--- src/rtl/coffer_pkg.sv ---
// Shared coffer definitions: hex-to-segment table, keypad debounce states
// and small helpers used by the keypad scanner.
package coffer_pkg;

   typedef enum logic [1:0] {
      ST_IDLE,
      ST_CONFIRM,
      ST_PRESSED,
      ST_RELEASE
   } kp_state_e;

   // Index 15 sits in the MSB slot of the packed array.
   localparam logic [15:0][8:0] SEG_TABLE = {
      9'h071, 9'h079, 9'h05e, 9'h039,
      9'h07c, 9'h077, 9'h06f, 9'h07f,
      9'h007, 9'h07d, 9'h06d, 9'h066,
      9'h04f, 9'h05b, 9'h006, 9'h03f
   };

   function automatic logic [8:0] hex2seg(input logic [3:0] d);
      return SEG_TABLE[d];
   endfunction

   function automatic logic [1:0] oh2idx(input logic [3:0] oh);
      logic [1:0] idx;
      idx = 2'd0;
      for (int i = 0; i < 4; i++)
         if (oh[i]) idx = 2'(i);
      return idx;
   endfunction

endpackage

--- src/rtl/keypad_entry_if.sv ---
// Keypad header and key-code bundle between the scanner and its consumer.
interface keypad_entry_if;

   logic [3:0] row_in;
   logic [3:0] col_out;
   logic [3:0] key_code;
   logic       key_valid;
   logic       key_held;
   logic [8:0] seg_led;

   modport master (
      input  row_in,
      output col_out,
      output key_code,
      output key_valid,
      output key_held,
      output seg_led
   );

   modport slave (
      output row_in,
      input  col_out,
      input  key_code,
      input  key_valid,
      input  key_held,
      input  seg_led
   );

endinterface

--- src/rtl/keypad_col_scan.sv ---
// Row synchronizer, column rotation and per-scan hit aggregation.
// A scan result is SINGLE only when exactly one row/column hit was seen.
module keypad_col_scan
   import coffer_pkg::*;
#(
   parameter int SCAN_DIV = 4
) (
   input  logic       clk,
   input  logic       reset,
   input  logic [3:0] i_row,
   output logic [3:0] o_col,
   output logic       o_scan_done,
   output logic       o_scan_single,
   output logic [3:0] o_scan_code
);

   localparam int SW = $clog2(SCAN_DIV);
   localparam logic [SW-1:0] SLOT_LAST = SW'(SCAN_DIV - 1);

   logic [3:0]    r_sync1;
   logic [3:0]    r_sync2;
   logic [SW-1:0] r_slot;
   logic [1:0]    r_col;
   logic [1:0]    r_nhit;
   logic [3:0]    r_code;

   logic       w_last;
   logic [3:0] w_hit;
   logic       w_one;
   logic       w_many;
   logic [1:0] w_tot;
   logic [3:0] w_code;

   assign w_last = (r_slot == SLOT_LAST);
   assign w_hit  = ~r_sync2;
   assign w_one  = (w_hit != 4'd0) && ((w_hit & (w_hit - 4'd1)) == 4'd0);
   assign w_many = (w_hit != 4'd0) && !w_one;

   // Hit count saturates at 2: anything beyond one hit is ghosting.
   always_comb begin
      w_tot = r_nhit;
      if (w_many)
         w_tot = 2'd2;
      else if (w_one && r_nhit != 2'd2)
         w_tot = r_nhit + 2'd1;
   end

   assign w_code = (r_nhit == 2'd1) ? r_code : {oh2idx(w_hit), r_col};

   assign o_col         = ~(4'b0001 << r_col);
   assign o_scan_done   = w_last && (r_col == 2'd3);
   assign o_scan_single = (w_tot == 2'd1);
   assign o_scan_code   = w_code;

   always_ff @(posedge clk or negedge reset) begin
      if (!reset) begin
         r_sync1 <= 4'hF;
         r_sync2 <= 4'hF;
         r_slot  <= '0;
         r_col   <= 2'd0;
         r_nhit  <= 2'd0;
         r_code  <= 4'd0;
      end else begin
         r_sync1 <= i_row;
         r_sync2 <= r_sync1;
         if (w_last) begin
            r_slot <= '0;
            r_col  <= r_col + 2'd1;
            if (r_col == 2'd3) begin
               r_nhit <= 2'd0;
               r_code <= 4'd0;
            end else begin
               r_nhit <= w_tot;
               r_code <= w_code;
            end
         end else begin
            r_slot <= r_slot + 1'b1;
         end
      end
   end

endmodule

--- src/rtl/keypad_entry.sv ---
// 4x4 keypad entry: scan-level debounce FSM, key-code and display registers.
// One key_valid pulse per accepted press; a new key needs a full release.
module keypad_entry
   import coffer_pkg::*;
#(
   parameter int SCAN_DIV       = 4,
   parameter int DEBOUNCE_SCANS = 3
) (
   input  logic          clk,
   input  logic          reset,
   keypad_entry_if.master kp
);

   localparam int CW = $clog2(DEBOUNCE_SCANS + 1);
   localparam logic [CW-1:0] CNT_DONE = CW'(DEBOUNCE_SCANS);
   localparam bit ONE_SCAN = (DEBOUNCE_SCANS == 1);

   logic       w_done;
   logic       w_single;
   logic [3:0] w_code;
   logic       w_match;

   logic [CW-1:0] w_cnt_nxt;

   kp_state_e     r_state;
   logic [CW-1:0] r_cnt;
   logic [3:0]    r_cand;
   logic [3:0]    r_code;
   logic          r_valid;
   logic          r_held;
   logic [8:0]    r_seg;

   keypad_col_scan #(
      .SCAN_DIV (SCAN_DIV)
   ) u_scan (
      .clk           (clk),
      .reset         (reset),
      .i_row         (kp.row_in),
      .o_col         (kp.col_out),
      .o_scan_done   (w_done),
      .o_scan_single (w_single),
      .o_scan_code   (w_code)
   );

   assign w_match   = w_single && (w_code == r_cand);
   assign w_cnt_nxt = r_cnt + 1'b1;

   always_ff @(posedge clk or negedge reset) begin
      if (!reset) begin
         r_state <= ST_IDLE;
         r_cnt   <= '0;
         r_cand  <= 4'd0;
         r_code  <= 4'd0;
         r_valid <= 1'b0;
         r_held  <= 1'b0;
         r_seg   <= 9'h03f;
      end else begin
         r_valid <= 1'b0;
         if (w_done) begin
            unique case (r_state)
               ST_IDLE: begin
                  if (w_single) begin
                     r_cand <= w_code;
                     if (ONE_SCAN) begin
                        r_state <= ST_PRESSED;
                        r_code  <= w_code;
                        r_seg   <= hex2seg(w_code);
                        r_valid <= 1'b1;
                        r_held  <= 1'b1;
                        r_cnt   <= '0;
                     end else begin
                        r_state <= ST_CONFIRM;
                        r_cnt   <= CW'(1);
                     end
                  end
               end
               ST_CONFIRM: begin
                  if (!w_match) begin
                     r_state <= ST_IDLE;
                     r_cnt   <= '0;
                  end else if (w_cnt_nxt == CNT_DONE) begin
                     r_state <= ST_PRESSED;
                     r_code  <= r_cand;
                     r_seg   <= hex2seg(r_cand);
                     r_valid <= 1'b1;
                     r_held  <= 1'b1;
                     r_cnt   <= '0;
                  end else begin
                     r_cnt <= w_cnt_nxt;
                  end
               end
               ST_PRESSED: begin
                  if (!w_match) begin
                     if (ONE_SCAN) begin
                        r_state <= ST_IDLE;
                        r_held  <= 1'b0;
                        r_cnt   <= '0;
                     end else begin
                        r_state <= ST_RELEASE;
                        r_cnt   <= CW'(1);
                     end
                  end
               end
               ST_RELEASE: begin
                  // Any key back down returns to PRESSED silently.
                  if (w_single) begin
                     r_state <= ST_PRESSED;
                     r_cnt   <= '0;
                  end else if (w_cnt_nxt == CNT_DONE) begin
                     r_state <= ST_IDLE;
                     r_held  <= 1'b0;
                     r_cnt   <= '0;
                  end else begin
                     r_cnt <= w_cnt_nxt;
                  end
               end
            endcase
         end
      end
   end

   assign kp.key_code  = r_code;
   assign kp.key_valid = r_valid;
   assign kp.key_held  = r_held;
   assign kp.seg_led   = r_seg;

endmodule

--- src/flat_wrapper.sv ---
// flat-port wrapper written by rule: the top's interface ports become plain ports
module keypad_entry_flat import coffer_pkg::*;
#(
   parameter int SCAN_DIV       = 4,
   parameter int DEBOUNCE_SCANS = 3
)
  (clk, reset, kp_row_in, kp_col_out, kp_key_code, kp_key_valid, kp_key_held, kp_seg_led);
  keypad_entry_if kp_i ();
  input  logic clk;
  input  logic reset;
  input wire logic [$bits(kp_i.row_in)-1:0] kp_row_in;
  output wire logic [$bits(kp_i.col_out)-1:0] kp_col_out;
  output wire logic [$bits(kp_i.key_code)-1:0] kp_key_code;
  output wire logic [$bits(kp_i.key_valid)-1:0] kp_key_valid;
  output wire logic [$bits(kp_i.key_held)-1:0] kp_key_held;
  output wire logic [$bits(kp_i.seg_led)-1:0] kp_seg_led;
  assign kp_i.row_in = kp_row_in;
  assign kp_col_out = kp_i.col_out;
  assign kp_key_code = kp_i.key_code;
  assign kp_key_valid = kp_i.key_valid;
  assign kp_key_held = kp_i.key_held;
  assign kp_seg_led = kp_i.seg_led;
  keypad_entry #(.SCAN_DIV(SCAN_DIV), .DEBOUNCE_SCANS(DEBOUNCE_SCANS)) u_core (.clk(clk), .reset(reset), .kp(kp_i));
endmodule
--- config.mk ---
export PLATFORM = sky130hd
export DESIGN_NAME = keypad_entry_flat
export DESIGN_NICKNAME = d
export VERILOG_FILES = /design/src/rtl/coffer_pkg.sv /design/src/rtl/keypad_entry_if.sv /design/src/rtl/keypad_col_scan.sv /design/src/rtl/keypad_entry.sv /design/src/flat_wrapper.sv
export SDC_FILE = /design/constraint.sdc
export NUM_CORES = 1
export LEC_CHECK = 0
export ABC_AREA = 1
export CORE_AREA = 2 2 74 76
export CTS_BUF_LIST = sky130_fd_sc_hd__clkbuf_16
export DETAILED_ROUTE_END_ITERATION = 10
export DIE_AREA = 0 0 76 78
export PLACE_DENSITY = 0.65
export SLEW_MARGIN = 40
export SYNTH_ARGS = -nofsm -noshare
export SYNTH_HDL_FRONTEND = slang
export SYNTH_SLANG_ARGS = --single-unit
export TNS_END_PERCENT = 5
--- constraint.sdc ---
create_clock -name clk -period 2.8 [get_ports clk]
set_input_delay 0.28 -clock clk [delete_from_list [all_inputs] [get_ports clk]]
set_output_delay 0.28 -clock clk [all_outputs]
set_load 0.1 [all_outputs]
# ---- Word-level counts from Yosys, hierarchy flattened
# Memories as Yosys holds them, arrays and structs flattened. A register that Yosys moved wholly into a read port is not among the register bits.
# Cells that the tools add are included.
dict set report word_totals {
  inputBits 6
  rom_bits 144
  register_bits 32
  mem_count 1
}
dict set report op_classes {
  mux 30
  reduce_logical 16
  shifts 1
  n_eq_ne 18
  add_sub_neg 5
  bitwise_logic 3
}
# memory words word_bits rd rd_ports_with_merged_regs wr line_no
set memory_table {}
lappend memory_table {{(name not given)} 16 9 1 1 0 coffer_pkg.sv:21} ;# return SEG_TABLE[d];
# op n
set op_table {}
lappend op_table {{two-way mux 2 bit} 16}
lappend op_table {{one-hot mux 2 bit (4 select lines)} 2}
lappend op_table {{== test 2 bit (second input constant)} 5}
lappend op_table {{two-way mux 1 bit} 9}
lappend op_table {{adder 2 x 1 -> 2 bit (second input constant)} 4}
lappend op_table {{two-way mux 4 bit} 2}
lappend op_table {{inequality test 2 x 1 -> 1 bit (second input constant)} 4}
lappend op_table {{inverter 4 bit} 2}
lappend op_table {{== test 2 x 1 -> 1 bit (second input constant)} 3}
lappend op_table {{inequality test 2 bit (second input constant)} 3}
lappend op_table {{AND reduction 3 bit} 2}
lappend op_table {{AND reduction 6 bit} 1}
lappend op_table {{logical AND 1 bit} 5}
lappend op_table {{AND reduction 5 bit} 1}
lappend op_table {{bitwise AND 4 bit} 1}
lappend op_table {{== test 4 bit} 1}
lappend op_table {{zero test 4 bit} 1}
lappend op_table {{AND reduction 4 bit} 1}
lappend op_table {{nonzero test 4 bit} 1}
lappend op_table {{<< shifter 1 x 2 -> 4 bit (first input constant)} 1}
lappend op_table {{subtractor 4 x 1 -> 4 bit (second input constant)} 1}
lappend op_table {{inequality test 3 x 1 -> 1 bit (second input constant)} 1}
lappend op_table {{inequality test 3 bit (second input constant)} 1}
lappend op_table {{zero test 1 bit} 2}
lappend op_table {{3 further kinds} 3}

# ---- Depth between registers and ports, before layout
# Gate-level depths: netlist of run 1.
dict set report depth {
  ltp_word 13
  mapped_depth 16
  ltp_nobuf 16
}

# ---- Cells and area by module
# Synthesis of run 1 repeated with hierarchy kept, for this count alone.
dict set report unflattened {
  cells_unflattened 248
  area_unflattened_um2 2097.0
}
# module area_per_inst_um2 cells_per_inst n_inst
set modules_own_cells {}
lappend modules_own_cells {keypad_entry 1266.2 162 1}
lappend modules_own_cells {keypad_col_scan 830.8 86 1}

# ---- Least setup slack after synthesis of run 1
# OpenSTA, ideal clock, no wires.
dict set report synth_timing {
  kind {flip-flop to flip-flop}
  startpoint {reg u_core.u_scan.r_nhit[1]}
  endpoint {reg u_core.r_code[1] (netlist: u_core.kp.key_code[1])}
  stages_incl_launch_ff 16
  setup_time_ns 0.122
  n_path_buf 1
  arrival_time_ns 1.750
  t_required_ns 2.678
  path_slack_ns 0.928
  synth_period_minus_slack_ns 1.872
  cell_sequence {dfrtp_1 -> inv_1 -> ha_1 -> inv_2 -> nand2_1 -> nand2_1 -> inv_1 -> nand2_1 -> nand4_1 -> nor2_4 -> nand2_4 -> nor2_4 -> nand2_4 -> buf_6 -> nand2_2 -> o21ai_2}
}
dict set report synth_between {
  elab_chain_len 7
  elab_cells_between_ends 11
  cone_classes {add/sub (1); eq/ne (4); mux (3); reduce/logical (3)}
}
# element line_no
set synth_rtl {}
lappend synth_rtl {{start: declaration} keypad_col_scan.sv:24} ;# logic [1:0] r_nhit;
lappend synth_rtl {{start signal: assignment} keypad_col_scan.sv:73} ;# r_nhit <= w_tot;
lappend synth_rtl {{parallel branches: the longest is 5 deep, another holds adder 2 x 1 -> 2 bit} n/a}
lappend synth_rtl {{logical AND 1 bit *} keypad_entry.sv:45} ;# assign w_match = w_single && (w_code == r_cand);
lappend synth_rtl {{AND reduction 4 bit (no source line) *} n/a}
lappend synth_rtl {{end signal: assignment} keypad_entry.sv:66} ;# r_code <= w_code;
lappend synth_rtl {{end signal: assignment} keypad_entry.sv:83} ;# r_code <= r_cand;
lappend synth_rtl {{end: declaration} keypad_entry.sv:28} ;# logic [3:0] r_code;
# Mark *: on every way between the ends.
# A chain may end at the register's enable or synchronous reset.

# ---- Final worst setup path of run 1
dict set report layout_timing {
  startpoint {reg u_core.u_scan.r_nhit[1]}
  endpoint {reg u_core.r_code[2] (netlist: u_core.kp.key_code[2])}
}
# Same word-level chain as after synthesis.

==> results.py, run 1 <==
metrics = {
    "hold_path": {
        "hold_path_class": "register to register",
        "whs_path_depth": 0,
        "worstHoldStart": "u_core.u_scan.r_sync1[2]",
        "min_to": "u_core.u_scan.r_sync2[2]",
    },
    "global_routing": {
        "grt_busiest_layer": "met2",
        "grtUsageTotal": 0.146,
        "grt_overflow": 0,
        "grtUsageMet1": 0.182,
        "grt_pass1_wl_um": 6980,
        "grt_pass1_vias": 1587,
        "use_met2": 0.249,
        "antenna_found_initial": 0,
        "met3_usage": 0.0337,
        "grt_max_degree": 40,
    },
    "final_layout": {
        "area_growth_pct": 18.4,
        "final_cells": 365,
        "nets": 314,
        "fillers": 491,
        "antenna_cells": 0,
        "drive_gt1_frac": 0.227,
    },
    "clock_network": {
        "numCtsBuffers": 5,
        "h-tree-depth": 2,
        "clkTransAtPathRegs_ns": 0.06,
        "numClockSinks": 39,
        "cts_root_buf": "clkbuf_16",
        "clock_latency_ns": 0.28,
        "tritoncts": "yes",
        "cts_resized": 0,
        "clk_path_buf_depth": 2,
    },
    "drt": {
        "routed_wl_um": 4050,
        "drc_errors": 0,
        "num_vias": 1704,
        "drt-initial-drc-count": 104,
        "drt_pass1_iterations": 4,
        "antenna_left": 0,
        "via_per_inst": 4.67,
        "wl_per_cell_um": 11.1,
    },
    "worst_setup_path": {
        "cp.required_ns": 2.96,
        "cp_common_cell": "nand2_1",
        "cp_slowest_cell": "dfrtp_1",
        "critPathMaxStageDelay_ns": 0.41,
        "path_buf_inv": 2,
        "worst-setup-path-type": "register to register",
        "r2r-start": "u_core.u_scan.r_nhit[1]",
        "worstPathArrival_ns": 2.19,
        "crit_fanout": 15,
        "rrSetupSlack_ns": 0.77,
        "rr_endpoint": "u_core.kp.key_code[2]",
        "crit_family": "simple AND/OR/NAND/NOR gates",
        "r2r_cells": 13,
        "path_cells": "inv_1 -> ha_1 -> inv_2 -> nand2_1 -> nand2_1 -> nand2_1 -> nand4_1 -> nor2_4 -> nand2_4 -> nor2_4 -> nand2_4 -> nand2_1 -> o21ai_2",
        "cp-end-kind": "register",
        "critPathLaunchType": "register",
    },
    "synth": {
        "async_flop_share": 1.00,
        "synth_top_cell_by_area": "dfrtp_1",
        "synth_top_area_share": 0.283,
        "synth_area_mm2": 0.00221,
        "synth_cell_types": 26,
        "yosysMostFrequentCell": "nand2_1",
        "synthTopCellsByCount": "nand2_1 (70), inv_1 (41), dfrtp_1 (25)",
        "yosysWarnings": 0,
        "synth-edff-count": 0,
        "avgSynthCellArea_um2": 8.26,
        "synth_area_leaders": "dfrtp_1 (28%), dfstp_2 (17%), nand2_1 (12%), ha_1 (7.9%), inv_1 (7.0%)",
        "yosysSeqAreaShare": 0.449,
        "synth_top_flop_cell": "dfrtp_1",
        "postSynthCellCount": 268,
        "ys_seq_elements": 39,
    },
    "timing": {
        "setup_viol": 0,
        "period_needed_ns": 2.03,
        "slew_viol_final": 0,
        "max_freq_mhz": 493,
        "finClkSkew_ns": 0.00324,
        "hold_viol_final": 0,
        "fin_setup_tns_ns": 0,
        "rsz0062_at_grt": "false",
        "fin_crit_sh": 0.725,
    },
    "status": {
        "status": "complete, no violations",
    },
    "pwr": {
        "total_power_mw": 1.29,
        "power.leakage_nw": 1.33,
        "ir_worst_vdd_mv": 0.469,
        "power_density_mw_per_mm2": 493,
    },
    "place": {
        "hpwl_um": 2940,
        "port_buffers": 22,
        "gp_congestion": 0.863,
        "dpl.cell_count": 356,
    },
    "floorplanning": {
        "dieArea_mm2": 0.00593,
        "ios": 25,
        "die_w_um": 76,
        "rows": 26,
        "coreArea_mm2": 0.00504,
        "start_util": 0.439,
        "die_height_um": 78,
    },
    "flow_run": {
        "drv_cap": 0,
    },
}
[where the power goes]
part	internal (mW)	total [mW]	switching, mW
clock network	0.420	0.639	0.219
logic	0.0212	0.0722	0.0510
registers	0.576	0.581	0.00464
total	1.02	1.29	0.275
[area by class of cell]
class	count	area, um^2	share of cell area
clock buffer	5	125	0.0477
clock inverter	3	43.8	0.0167
inverter	44	165	0.0630
multi-input combinational	181	1020	0.389
sequential	39	993	0.379
tap	70	87.6	0.0334
timing repair buffer	23	185	0.0706
[sequential cells by signal, summed over array words and instances, names as in the netlist, 4 cells and up]
name and count:
u_core.kp.seg_led 7, u_core.u_scan.r_code 4, u_core.r_cand 4, u_core.kp.key_code 4, u_core.u_scan.r_sync2 4, u_core.u_scan.r_sync1 4
[routing by layer]
layer / wire length [um] / up-vias
met5: 0 / -
met2: 1920 / 31
li1: - / 885
met1: 1940 / 782
met3: 140 / 6
met4: 53 / 0
[how the worst max path moves through the flow]
stage | depth (start not counted) | start | to | slack [ns]
floorplan | 15 | u_core.u_scan.r_nhit[1] | u_core.kp.key_code[1] | 0.93
global placement | 14 | u_core.u_scan.r_nhit[1] | u_core.kp.key_code[2] | 0.83
detailed placement | 14 | u_core.u_scan.r_nhit[1] | u_core.kp.key_code[2] | 0.79
CTS | 14 | u_core.u_scan.r_nhit[1] | u_core.kp.key_code[2] | 0.76
global route | 15 | u_core.u_scan.r_nhit[1] | u_core.kp.key_code[2] | 0.57
finish | 13 | u_core.u_scan.r_nhit[1] | u_core.kp.key_code[2] | 0.77
[repair_timing]
| action | CTS | global route |
|---|---|---|
| hold endpoints to repair | 25 | 0 |
| hold buffers | 1 | 0 |
| buffers inserted | 0 | 0 |
[cell usage in the layout, fill, tap and decap left out]
master / n
nand3_1: 13
conb_1: 2
clkinv_4: 1
a32o_1: 1
nor2_8: 2
a21oi_1: 7
xor2_1: 1
dfstp_2: 14
nand4_1: 3
o31ai_1: 1
clkbuf_16: 5
o22ai_1: 5
bufinv_16: 1
nor2_1: 21
dfrtp_1: 25
nand2_1: 70
o21bai_1: 1
nor2_4: 2
nand2_2: 9
dlygate4sd3_1: 1
clkdlybuf4s50_1: 4
nand2_4: 2
clkinv_2: 1
inv_2: 3
o21ai_0: 18
o21ai_2: 7
buf_4: 18
nand3_2: 2
inv_1: 41
ha_1: 14
[logic make-up (layout without fill, tap and decap cells)]
group | after synthesis | in the layout | share of synthesized area
AO/OA/AOI/OAI | 40 | 40 | 0.110
adder cells (fa/ha/maj) | 14 | 14 | 0.0791
XOR/XNOR | 1 | 1 | 0.00396
other | 1 | 2 | 0.00169
flip-flops | 39 | 39 | 0.449
buffers and inverters | 49 | 75 | 0.0916
AND/OR/NAND/NOR | 124 | 124 | 0.265
[stage by stage]
| step | setup WS (ns) | hold slack [ns] | util | cell area (um^2) |
|---|---|---|---|---|
| after CTS | 0.761 | 0.356 | 0.520 | 2620 |
| final | 0.771 | 0.355 | 0.520 | 2620 |
| after floorplan | 0.928 | -0.0156 | - | 2220 |
| after detailed placement | 0.787 | 0.279 | 0.484 | 2440 |
| after global routing | 0.567 | 0.357 | 0.520 | 2620 |
| after global placement | 0.831 | 0.345 | 0.484 | 2440 |
Power figures use the tool's default switching activity.
==> run 2, diff against run 1 <==
==> constraint.sdc (replaced) <==
create_clock -name clk -period 1.89 [get_ports clk]
set_input_delay 0.189 -clock clk [delete_from_list [all_inputs] [get_ports clk]]
set_output_delay 0.189 -clock clk [all_outputs]
set_load 0.1 [all_outputs]
==> run 2 against run 1 <==
Compared with the run above:
- the run now ends with setup timing left
- fmax grew 5.6%
- first-iteration DRC count increased by 6.7%
- utilization is 5.6 points higher
- routed wire length up 10%
- sequential share of layout area is 3.7 points lower
- sequential power rose by 48%
- die area is the same
- critical endpoint is now u_core.kp.seg_led[5]
- highest routed layer unchanged
- non-clock buffer count grew 18
- global-route usage up 0.93 points
==> results.py, run 2 (synthesis gave the netlist of run 1 again) <==
metrics = {
    "drt": {
        "wl_per_cell_um": 11.6,
        "routed_wl_um": 4470,
        "antenna_left": 0,
        "num_vias": 1827,
        "via_per_inst": 4.76,
        "drt-initial-drc-count": 111,
        "drc_errors": 0,
        "drt_pass1_iterations": 5,
    },
    "floorplanning": {
        "ios": 25,
        "dieArea_mm2": 0.00593,
        "die_w_um": 76,
        "coreArea_mm2": 0.00504,
        "start_util": 0.439,
        "rows": 26,
        "die_height_um": 78,
    },
    "global_routing": {
        "grtUsageMet1": 0.187,
        "met3_usage": 0.0314,
        "grt_pass1_wl_um": 7490,
        "use_met2": 0.272,
        "grt_max_degree": 23,
        "grt_overflow": 0,
        "grt_busiest_layer": "met2",
        "antenna_found_initial": 0,
        "grt_pass1_vias": 1710,
        "grtUsageTotal": 0.156,
    },
    "clock_network": {
        "clk_path_buf_depth": 2,
        "cts_root_buf": "clkbuf_16",
        "numClockSinks": 39,
        "h-tree-depth": 2,
        "tritoncts": "yes",
        "numCtsBuffers": 5,
        "clock_latency_ns": 0.28,
        "clkTransAtPathRegs_ns": 0.06,
    },
    "worst_setup_path": {
        "cp_slowest_cell": "dfrtp_1",
        "cp_common_cell": "nand2_2",
        "critPathMaxStageDelay_ns": 0.39,
        "cp-end-kind": "register",
        "cp.required_ns": 2.10,
        "path_cells": "inv_2 -> ha_4 -> inv_4 -> nand2_2 -> nand2_2 -> inv_2 -> nand2_2 -> nand4_1 -> nor2_4 -> nand2_4 -> nor2_4 -> nand2_4 -> nand2_2 -> o21ai_2",
        "worst-setup-path-type": "register to register",
        "critPathLaunchType": "register",
        "worstPathArrival_ns": 2.13,
        "crit_fanout": 7,
    },
    "timing": {
        "max_freq_mhz": 521,
        "slew_viol_final": 0,
        "hold_viol_final": 0,
        "fin_crit_sh": 1.02,
        "rsz0062_at_grt": "true",
        "fin_setup_tns_ns": -0.163,
        "fin_ws_ns": -0.0309,
        "holdWs_ns": 0.310,
        "finClkSkew_ns": 0.00390,
        "setup_viol": 8,
        "period_needed_ns": 1.92,
    },
    "hold_path": {
        "hold_path_class": "input port to register",
    },
    "final_layout": {
        "antenna_cells": 0,
        "area_growth_pct": 31.3,
        "nets": 333,
        "final_cell_mix": "nand2_1 (59), inv_1 (38), buf_4 (30), dfrtp_1 (25), nor2_1 (17)",
        "largest_reg_flops": 7,
        "drive_gt1_frac": 0.338,
        "postLayoutCoreUtil": 0.576,
        "final_common_cell": "nand2_1",
    },
    "place": {
        "hpwl_um": 3110,
        "port_buffers": 22,
        "gp_congestion": 0.842,
    },
    "status": {
        "status": "finished with violations",
        "violations": "setup timing",
    },
    "flow_run": {
        "drv_cap": 0,
    },
    "pwr": {
        "power_density_mw_per_mm2": 614,
        "power.leakage_nw": 1.44,
        "ir_worst_vdd_mv": 0.440,
    },
}
-- run 2: path summary, 6_finish.rpt --
path,depth (start not counted),startpoint,slack (ns),end
max reg2reg,14,u_core.u_scan.r_nhit[1],-0.03,u_core.kp.seg_led[5]
min,1,kp_row_in[2],0.31,u_core.u_scan.r_sync1[2]
min in group asynchronous,2,reset,0.39,u_core.kp.key_valid
max in group asynchronous,3,reset,0.91,u_core.kp.seg_led[0]
max,14,u_core.u_scan.r_nhit[1],-0.03,u_core.kp.seg_led[5]
min reg2reg,0,u_core.u_scan.r_sync1[1],0.35,u_core.u_scan.r_sync2[1]
-- run 2: layout make-up --
cell class	instances	area (um^2)
well taps	70	87.6
inverters	44	168
flip-flops and latches	39	993
clock inverters	3	15.0
clock buffers	5	125
multi-input cells	182	1140
repair buffers	41	372
fillers	445	2140
-- run 2: where the power goes --
| part | internal [mW] | leakage (nW) | switching [mW] |
|---|---|---|---|
| clock network | 0.479 | 0.0649 | 0.316 |
| registers | 0.853 | 0.491 | 0.00851 |
| logic | 0.0448 | 0.885 | 0.0828 |
| total | 1.38 | 1.44 | 0.407 |
-- run 2: metal layers --
| metal | part of all wire | wire length (um) |
|---|---|---|
| met5 | 0 | 0 |
| met2 | 0.51 | 2270 |
| met1 | 0.44 | 1950 |
| met4 | 0.015 | 69 |
| met3 | 0.041 | 183 |
-- run 2: critical path, delay by kind of cell (launching register included) --
kind | cells | cell delay (ns)
AOI/OAI and AO/OA | 1 | 0.05
adders and majority gates | 1 | 0.18
buffers and inverters | 3 | 0.18
DFF | 1 | 0.39
and+or+nand+nor | 9 | 1.04
-- run 2: what timing repair did --
action | CTS | global route
gates cloned | 0 | 1
pin swaps | 3 | 18
buffers inserted | 1 | 5
setup endpoints to repair | 18 | 21
hold endpoints to repair | 12 | 0
gates resized for setup | 6 | 33
hold buffers | 1 | 0
-- run 2: through the flow --
step | power (mW) | setup WS (ns) | cells | instance area (um^2)
2_1_floorplan | 0.948 | 0.0181 | 269 | 2220
3_3_place_gp | 0.987 | 0.0159 | 368 | 2580
3_5_place_dp | 0.989 | -0.111 | 368 | 2580
4_1_cts | 1.80 | -0.0309 | 378 | 2770
5_1_grt | 1.85 | -0.178 | 384 | 2910
6_report | 1.78 | -0.0309 | 384 | 2910
==> run 3, diff against run 2 <==
--- a/config.mk
+++ b/config.mk
@@ -6,13 +6,14 @@
 export NUM_CORES = 1
 export LEC_CHECK = 0
 export ABC_AREA = 1
-export CORE_AREA = 2 2 74 76
+export CORE_AREA = 2 2 73 75
 export CTS_BUF_LIST = sky130_fd_sc_hd__clkbuf_16
 export DETAILED_ROUTE_END_ITERATION = 10
-export DIE_AREA = 0 0 76 78
-export PLACE_DENSITY = 0.65
+export DIE_AREA = 0 0 75 77
+export PLACE_DENSITY = 0.64
 export SLEW_MARGIN = 40
 export SYNTH_ARGS = -nofsm -noshare
 export SYNTH_HDL_FRONTEND = slang
+export SYNTH_HIERARCHICAL = 1
 export SYNTH_SLANG_ARGS = --single-unit
 export TNS_END_PERCENT = 5
==> run 3 against run 2 <==
Compared with the run above:
- the run still ends with setup timing left
- die area decreased by 2.6%
- sequential power increased by 5.9%
- via count decreased by 2.4%
- sequential share of layout area decreased by 0.81 points
- critical path depth decreased by 1
- synthesized area decreased by 5.3%
- routed wire length decreased by 0.69%
- register-to-register slack got worse by 0.04 ns
- clock skew increased by 0.0017 ns
- hold slack got worse by 0.0023 ns
- synthesized cell count decreased by 7.5%
- cell area increased by 2.4%
- largest power group unchanged
- highest routed layer unchanged
==> results.py, run 3 <==
metrics = {
    "status": {
        "status": "finished with violations",
        "violations": "setup timing",
    },
    "synth": {
        "synth_top_area_share": 0.298,
        "synth_area_mm2": 0.00210,
        "synth-edff-count": 0,
        "avgSynthCellArea_um2": 8.46,
        "synth_area_leaders": "dfrtp_1 (30%), dfstp_2 (18%), nand2_1 (13%), ha_1 (8.4%), inv_1 (7.0%)",
        "yosysSeqAreaShare": 0.474,
        "yosysWarnings": 6,
        "synth_top_cell_by_area": "dfrtp_1",
        "async_flop_share": 1.00,
        "synth_cell_types": 28,
        "synth_top_flop_cell": "dfrtp_1",
        "ys_seq_elements": 39,
        "postSynthCellCount": 248,
        "synthTopCellsByCount": "nand2_1 (73), inv_1 (39), dfrtp_1 (25)",
        "yosysMostFrequentCell": "nand2_1",
    },
    "worst_setup_path": {
        "cp_slowest_cell": "dfstp_2",
        "crit_family": "simple AND/OR/NAND/NOR gates",
        "path_cells": "nand2_4 -> inv_2 -> o21ai_0 -> nand2_1 -> nand3_4 -> nor2_4 -> nand2_2 -> nor2_4 -> nand3_2 -> nand2_4 -> nand3_4 -> nand2_1 -> o21ai_1",
        "cp-end-kind": "register",
        "worstPathArrival_ns": 2.13,
        "critPathLaunchType": "register",
        "critPathMaxStageDelay_ns": 0.55,
        "cp.required_ns": 2.05,
        "path_buf_inv": 1,
        "crit_fanout": 6,
        "worst-setup-path-type": "register to register",
    },
    "final_layout": {
        "drive_gt1_frac": 0.416,
        "regArea_um2": 993,
        "finalInstanceArea_mm2": 0.00298,
        "postLayoutCoreUtil": 0.598,
        "final_common_cell": "nand2_1",
        "multi_input_area_mm2": 0.00109,
        "area_growth_pct": 41.9,
        "final_cell_mix": "nand2_1 (59), buf_4 (34), inv_1 (31), dfrtp_1 (25), dfstp_2 (14)",
        "antenna_cells": 0,
        "nets": 327,
        "largest_reg_flops": 7,
        "fillers": 433,
    },
    "clock_network": {
        "clkTransAtPathRegs_ns": 0.06,
        "numCtsBuffers": 5,
        "clk_path_buf_depth": 2,
        "h-tree-depth": 2,
        "tritoncts": "yes",
        "cts_root_buf": "clkbuf_16",
        "clock_latency_ns": 0.28,
        "numClockSinks": 39,
    },
    "global_routing": {
        "grtUsageTotal": 0.171,
        "grt_max_degree": 40,
        "grt_pass1_vias": 1750,
        "grtUsageMet1": 0.202,
        "grt_pass1_wl_um": 7670,
        "use_met2": 0.285,
        "antenna_found_initial": 0,
        "met3_usage": 0.0447,
        "grt_overflow": 0,
        "grt_busiest_layer": "met2",
    },
    "floorplanning": {
        "coreArea_mm2": 0.00498,
        "rows": 26,
        "die_w_um": 75,
        "die_height_um": 77,
        "ios": 25,
        "start_util": 0.421,
        "dieArea_mm2": 0.00578,
    },
    "pwr": {
        "internal_power_mw": 1.46,
        "seqPwrFrac": 0.457,
        "ir_worst_vdd_mv": 0.438,
        "netSwitchingPower_mw": 0.534,
        "power_density_mw_per_mm2": 671,
        "clkPwrFrac": 0.404,
        "switching_share": 0.268,
        "power.leakage_nw": 1.45,
        "comb_power_share": 0.139,
    },
    "drt": {
        "num_vias": 1783,
        "wl_per_cell_um": 11.7,
        "via_per_inst": 4.72,
        "drt-initial-drc-count": 57,
        "antenna_left": 0,
        "drc_errors": 0,
        "routed_wl_um": 4440,
        "drt_pass1_iterations": 4,
    },
    "place": {
        "gp_congestion": 0.745,
        "place_area_mm2": 0.00252,
        "hpwl_um": 2820,
        "port_buffers": 22,
    },
    "timing": {
        "hold_viol_final": 0,
        "slew_viol_final": 0,
        "fin_ws_ns": -0.0728,
        "period_needed_ns": 1.96,
        "finClkSkew_ns": 0.00556,
        "max_freq_mhz": 509,
        "fin_crit_sh": 1.04,
        "setup_viol": 14,
        "rsz0062_at_grt": "true",
    },
    "hold_path": {
        "hold_path_class": "input port to register",
    },
    "flow_run": {
        "drv_cap": 0,
    },
}
run 3: changes by cell type after synthesis, sizes merged:
| cell | previous run | this run |
|---|---|---|
| nor2 | 25 | 16 |
| nand4 | 3 | 2 |
| inv | 44 | 43 |
| nand2 | 81 | 74 |
| a22o | 0 | 2 |
| nand3 | 15 | 11 |
| o21ai | 25 | 29 |
| o2111ai | 0 | 1 |
| o21bai | 1 | 0 |
| o22ai | 5 | 1 |
run 3: power groups by stage:
stage	registers [mW]	logic, mW	clock network, mW
detailed placement	0.924	0.246	0
global route	0.919	0.318	0.871
CTS	0.910	0.261	0.829
finish	0.913	0.278	0.806
global placement	0.922	0.244	0
floorplan	0.911	0.179	0
run 3: worst paths after layout:
| check | startpoint | endpoint | slack (ns) | depth (start not counted) |
|---|---|---|---|---|
| setup / recovery | u_core/u_scan/r_sync2[3] | u_core/kp.key_code[3] | -0.07 | 13 |
| setup reg to reg | u_core/u_scan/r_sync2[3] | u_core/kp.key_code[3] | -0.07 | 13 |
| hold / removal | kp_row_in[1] | u_core/u_scan/r_sync1[1] | 0.31 | 1 |
| min in group asynchronous | reset | u_core/kp.key_code[2] | 0.49 | 3 |
| hold reg to reg | u_core/u_scan/r_sync1[1] | u_core/u_scan/r_sync2[1] | 0.36 | 0 |
| max in group asynchronous | reset | u_core/u_scan/r_sync2[2] | 1.04 | 3 |
run 3: cell type report:
cell class / count / share of cell area
Clock buffer: 5 / 0.0421
Tap cell: 70 / 0.0294
Inverter: 43 / 0.0568
Clock inverter: 3 / 0.00673
Multi-Input combinational cell: 165 / 0.366
Timing Repair Buffer: 53 / 0.165
Sequential cell: 39 / 0.334
run 3: what timing repair did:
action,CTS,global route
setup buffers,9,2
pin swaps,10,12
hold buffers,1,0
endpoints found under the hold margin,25,0
resized for setup,35,25
endpoints found under the setup margin,21,22
gates cloned,3,0
run 3: cells by family after synthesis:
logic type | synth area share
and+or+nand+nor | 0.214
buffers and inverters | 0.0972
AOI/OAI and AO/OA | 0.125
DFF | 0.474
adders and majority gates | 0.0835
xor gates and xnor gates | 0.00418
other | 0.00179
run 3: per-stage QoR:
stage,std cells,TNS (ns),power (mW),hold slack (ns),worst slack [ns]
4_1_cts,376,-0.478,2.00,0.302,-0.0710
3_5_place_dp,355,-3.38,1.17,0.272,-0.247
3_3_place_gp,355,-2.81,1.17,0.269,-0.219
2_1_floorplan,249,0,1.09,-0.107,0.0130
5_1_grt,378,-4.54,2.11,0.305,-0.273
6_report,378,-0.533,2.00,0.308,-0.0728
run 3: per-layer routing:
layer | routed length [um] | part of all wire | vias to the layer above
met2 | 2230 | 0.50 | 42
li1 | - | - | 898
met4 | 136 | 0.031 | 0
met1 | 1890 | 0.43 | 828
met3 | 177 | 0.040 | 15
met5 | 0 | 0 | -
